===== config.mk =====
export PLATFORM = sky130hd
export DESIGN_NAME = cordic_iter_ctrl
export DESIGN_NICKNAME = d
export VERILOG_FILES = /design/src/rtl/cordic_ctrl_pkg.sv /design/src/rtl/cordic_iter_counter.sv /design/src/rtl/cordic_iter_ctrl.sv
export SDC_FILE = /design/constraint.sdc
export NUM_CORES = 1
export LEC_CHECK = 0
export CAP_MARGIN = 5
export CORE_AREA = 2 2 39 41
export CTS_BUF_LIST = sky130_fd_sc_hd__clkbuf_4
export CTS_CLUSTER_SIZE = 28
export DETAILED_ROUTE_END_ITERATION = 10
export DIE_AREA = 0 0 41 43
export DONT_BUFFER_PORTS = 1
export PLACE_DENSITY = 0.45
export SLEW_MARGIN = 20
export SYNTH_ARGS = -nofsm -noshare
export SYNTH_HDL_FRONTEND = slang
export SYNTH_SLANG_ARGS = --single-unit

===== constraint.sdc =====
create_clock -name clk -period 5.9 [get_ports clk]
set_input_delay 1.475 -clock clk [delete_from_list [all_inputs] [get_ports clk]]
set_output_delay 1.475 -clock clk [all_outputs]
set_load 0.02 [all_outputs]

===== src/rtl/cordic_ctrl_pkg.sv =====
// Shared definitions for the CORDIC iteration controller: state encoding,
// operating-mode constants and default iteration geometry.
package cordic_ctrl_pkg;

    typedef enum logic [2:0] {
        IDLE  = 3'd0,
        LOAD  = 3'd1,
        ITER  = 3'd2,
        FINAL = 3'd3,
        DONE  = 3'd4
    } cordic_state_e;

    localparam logic MODE_ROT = 1'b0;
    localparam logic MODE_VEC = 1'b1;

    localparam int CORDIC_N_ITER = 16;
    localparam int CORDIC_ITER_W = 5;

endpackage


===== src/rtl/cordic_iter_counter.sv =====
// Iteration index counter for the CORDIC controller; a clear wins over an
// increment so the controller can zero it while loading.
module cordic_iter_counter #(
    parameter int ITER_W = 5
) (
    input  logic              clk,
    input  logic              rst,
    input  logic              clr,
    input  logic              en,
    output logic [ITER_W-1:0] count
);

    always_ff @(posedge clk) begin
        if (rst || clr) begin
            count <= '0;
        end else if (en) begin
            count <= count + ITER_W'(1);
        end
    end

endmodule


===== src/rtl/cordic_iter_ctrl.sv =====
// Sequencing FSM for the iterative CORDIC datapath: load, N_ITER
// micro-rotations, result strobe, then completion held until acknowledged.
module cordic_iter_ctrl
    import cordic_ctrl_pkg::*;
#(
    parameter int N_ITER = CORDIC_N_ITER,
    parameter int ITER_W = CORDIC_ITER_W
) (
    input  logic              clk,
    input  logic              rst,
    input  logic              start_i,
    input  logic              mode_i,
    input  logic              ack_i,
    output logic              ready_o,
    output logic              load_init_o,
    output logic              iter_en_o,
    output logic [ITER_W-1:0] iter_idx_o,
    output logic              result_en_o,
    output logic              done_o,
    output logic              mode_o
);

    localparam logic [2:0] S_IDLE  = IDLE;
    localparam logic [2:0] S_LOAD  = LOAD;
    localparam logic [2:0] S_ITER  = ITER;
    localparam logic [2:0] S_FINAL = FINAL;
    localparam logic [2:0] S_DONE  = DONE;

    localparam logic [ITER_W-1:0] LAST_IDX = ITER_W'(N_ITER - 1);

    logic [2:0]        state;
    logic [2:0]        state_next;
    logic [ITER_W-1:0] count;
    logic              last_iter;
    logic              mode_q;

    assign last_iter = (count == LAST_IDX);

    // The terminal compare both exits ITER and freezes the counter at N_ITER-1.
    cordic_iter_counter #(
        .ITER_W (ITER_W)
    ) u_counter (
        .clk   (clk),
        .rst   (rst),
        .clr   (state == S_LOAD),
        .en    ((state == S_ITER) && !last_iter),
        .count (count)
    );

    always_comb begin
        state_next = state;
        case (state)
            S_IDLE:  if (start_i)   state_next = S_LOAD;
            S_LOAD:                 state_next = S_ITER;
            S_ITER:  if (last_iter) state_next = S_FINAL;
            S_FINAL:                state_next = S_DONE;
            S_DONE:  if (ack_i)     state_next = S_IDLE;
            default:                state_next = S_IDLE;
        endcase
    end

    always_ff @(posedge clk) begin
        if (rst) begin
            state  <= S_IDLE;
            mode_q <= 1'b0;
        end else begin
            state <= state_next;
            if ((state == S_IDLE) && start_i) begin
                mode_q <= mode_i;
            end
        end
    end

    assign ready_o     = (state == S_IDLE);
    assign load_init_o = (state == S_LOAD);
    assign iter_en_o   = (state == S_ITER);
    assign result_en_o = (state == S_FINAL);
    assign done_o      = (state == S_DONE);
    assign iter_idx_o  = count;
    assign mode_o      = mode_q;

endmodule

==> flow_summary.yaml <==
place:
  port_buffers: 0
  hpwl_um: 617
  place_area_um2: 443
  gp_congestion: 0.743
drt:
  vias: 333
  drt_iter0_drc: 7
  wirelength_um: 801
  detail_route.first_pass.iterations: 4
  route.detailed.drc: 0
  wl_per_cell_um: 12.1
  drtAntennaViolNets: 0
  viasPerCell: 5.05
grt:
  grt_pass1_vias: 292
  antenna_found_initial: 0
  grtUsageTotal_pct: 11.2
  grt_pass1_wl_um: 1340
  grt_max_degree: 11
  overflow: 0
final_layout:
  synthToLayoutAreaGrowth_pct: 6.48
  antennaDiodeCount: 0
  final_cell_mix: "9 x dfxtp_1, 4 x a21oi_1, 4 x nor2_1, 4 x clkbuf_4"
  drive_above_1_share_pct: 12.0
  multiInputGateArea_um2: 231
  final_area_um2: 473
  layout_commonest_cell: "dfxtp_1"
  fill_cells: 143
  regArea_um2: 180
  fin_util_pct: 34.2
  nets: 58
clocking:
  cts_setup_buffers: 0
  clkSinkCount: 9
  cts_max_path_buffers: 2
  clk_pin_slew_ns: 0.06
  postCtsHoldBufs: 0
  cts_tree: "yes"
  insertion_delay_ns: 0.26
  numCtsBuffers: 3
  cts-root-buf: "clkbuf_4"
  cts_resized: 0
  htree_levels: 1
timing:
  rsz0062_at_grt: "no"
  period_share_pct: 49.0
  setup_tns_ns: 0
  worstMarginPinSlew_ns: 0.746
  setup-violations-final: 0
  final_max_slew_viol_count: 0
  layout_min_cycle_time_ns: 2.89
  fin_worst_skew_ns: 0.00107
  final_hold_viol_count: 0
  hold_slack_ns: 0.590
  max_slew_margin_pct: 49.5
  fmax_mhz: 346
yosys:
  synth_top_cell_by_area: "dfxtp_1"
  ys_ff_latch: 9
  yosys_warnings: 0
  synth_cell_types: 22
  synth_edf_count: 0
  yosysSeqAreaShare_pct: 40.6
  synth_nets: 56
  synth_cells: 49
  syn_avg_cell_area_um2: 9.06
  synth_top_area_share_pct: 40.6
  synth_area_leaders: "dfxtp_1 41%, ha_1 5.6%, nor3b_1 5.1%"
  ys_async_sr_fraction_pct: 0
  syn-cell-area_um2: 444
  synthFlopType: "dfxtp_1"
power_and_ir_drop:
  p_per_area_nw_per_um2: 298
  finalPower_mw: 0.141
  peakVddDrop_mv: 0.0943
  power_leakage_nw: 0.172
critical_path:
  critical-path-top-delay-family: "simple AND/OR/NAND/NOR gates"
  worstPathMaxFanout: 10
  start_kind: "register"
  slowest_delay_ns: 0.67
  slowest_stage: "nor3b_1"
  crit_arrival_ns: 1.42
  cp_num_buf_inv: 0
  cp-end-kind: "output pin"
  cp_data_required_time_ns: 4.43
  critPathKind: "register to output pin"
  cp_cell_sequence: "nor3b_1"
job:
  drv_cap: 0
floorplan:
  placement_rows: 14
  die-area_um2: 1760
  ioPinCount: 16
  die_w_um: 41
  core_area_um2: 1380
  die_y_um: 43
  initial_core_util_pct: 32.1
min_path:
  hold_path.class: "register to register"
outcome:
  status: "finished clean"
registers in the layout (all words and copies together), names as in the netlist:
name / count
mode_o: 1
state: 3
u_counter.count: 5
kinds of logic (layout without fill, tap and decap cells):
group	count (synthesis)	after routing	synth area share [%]
flops	9	9	40.6
buf+inv	6	7	7.32
xor+xnor	2	2	3.94
compound gates	7	7	8.45
simple gates	21	21	29.6
fa+ha+maj	2	2	5.63
mux	2	2	4.51
per-layer routing:
metal / up-vias / global-route usage (%) / wire [µm]
met2: 7 / 14.7 / 370
met1: 149 / 13.9 / 374
li1: 177 / - / -
met4: 0 / 6.00 / 0
met5: - / 0 / 0
met3: 0 / 6.28 / 57
area by class of cell:
class,instances,share of cell area (%)
Inverter,3,2.38
Tap cell,16,4.23
Sequential cell,9,38.1
Clock buffer,4,6.35
Multi-Input combinational cell,34,48.9
metrics by stage:
stage	instances	setup slack [ns]
floorplan	49	3.38
global placement	62	3.30
detailed placement	62	3.28
CTS	66	2.99
global route	66	2.91
finish	66	3.01
Yosys cell counts (2+ instances only):
cell type	instances
or3_1	2
ha_1	2
nand2_1	2
nor3b_1	3
dfxtp_1	9
inv_1	3
buf_2	2
xnor2_1	2
o21ai_0	2
a21oi_1	4
nor4b_1	2
nor2_1	4
nor3_1	2
mux2i_1	2
report_power, final:
part	leakage, nW	switching [mW]	internal [mW]
Clock	0.0184	0.0212	0.0306
Combinational	0.0806	0.00991	0.00768
Sequential	0.0732	0.00756	0.0641
Total	0.172	0.0387	0.102
worst paths after layout:
check | startpoint | endpoint | slack [ns] | cells after the start
worst max-delay path | state[2]$_SDFFE_PP0P_ | done_o | 3.01 | 1
worst min-delay path | u_counter.count[1]$_SDFFE_PP0P_ | u_counter.count[1]$_SDFFE_PP0P_ | 0.59 | 2
worst max register to register | u_counter.count[0]$_SDFFE_PP0P_ | u_counter.count[3]$_SDFFE_PP0P_ | 3.75 | 6
worst min register to register | u_counter.count[1]$_SDFFE_PP0P_ | u_counter.count[1]$_SDFFE_PP0P_ | 0.59 | 2
Power figures use the tool's default switching activity.
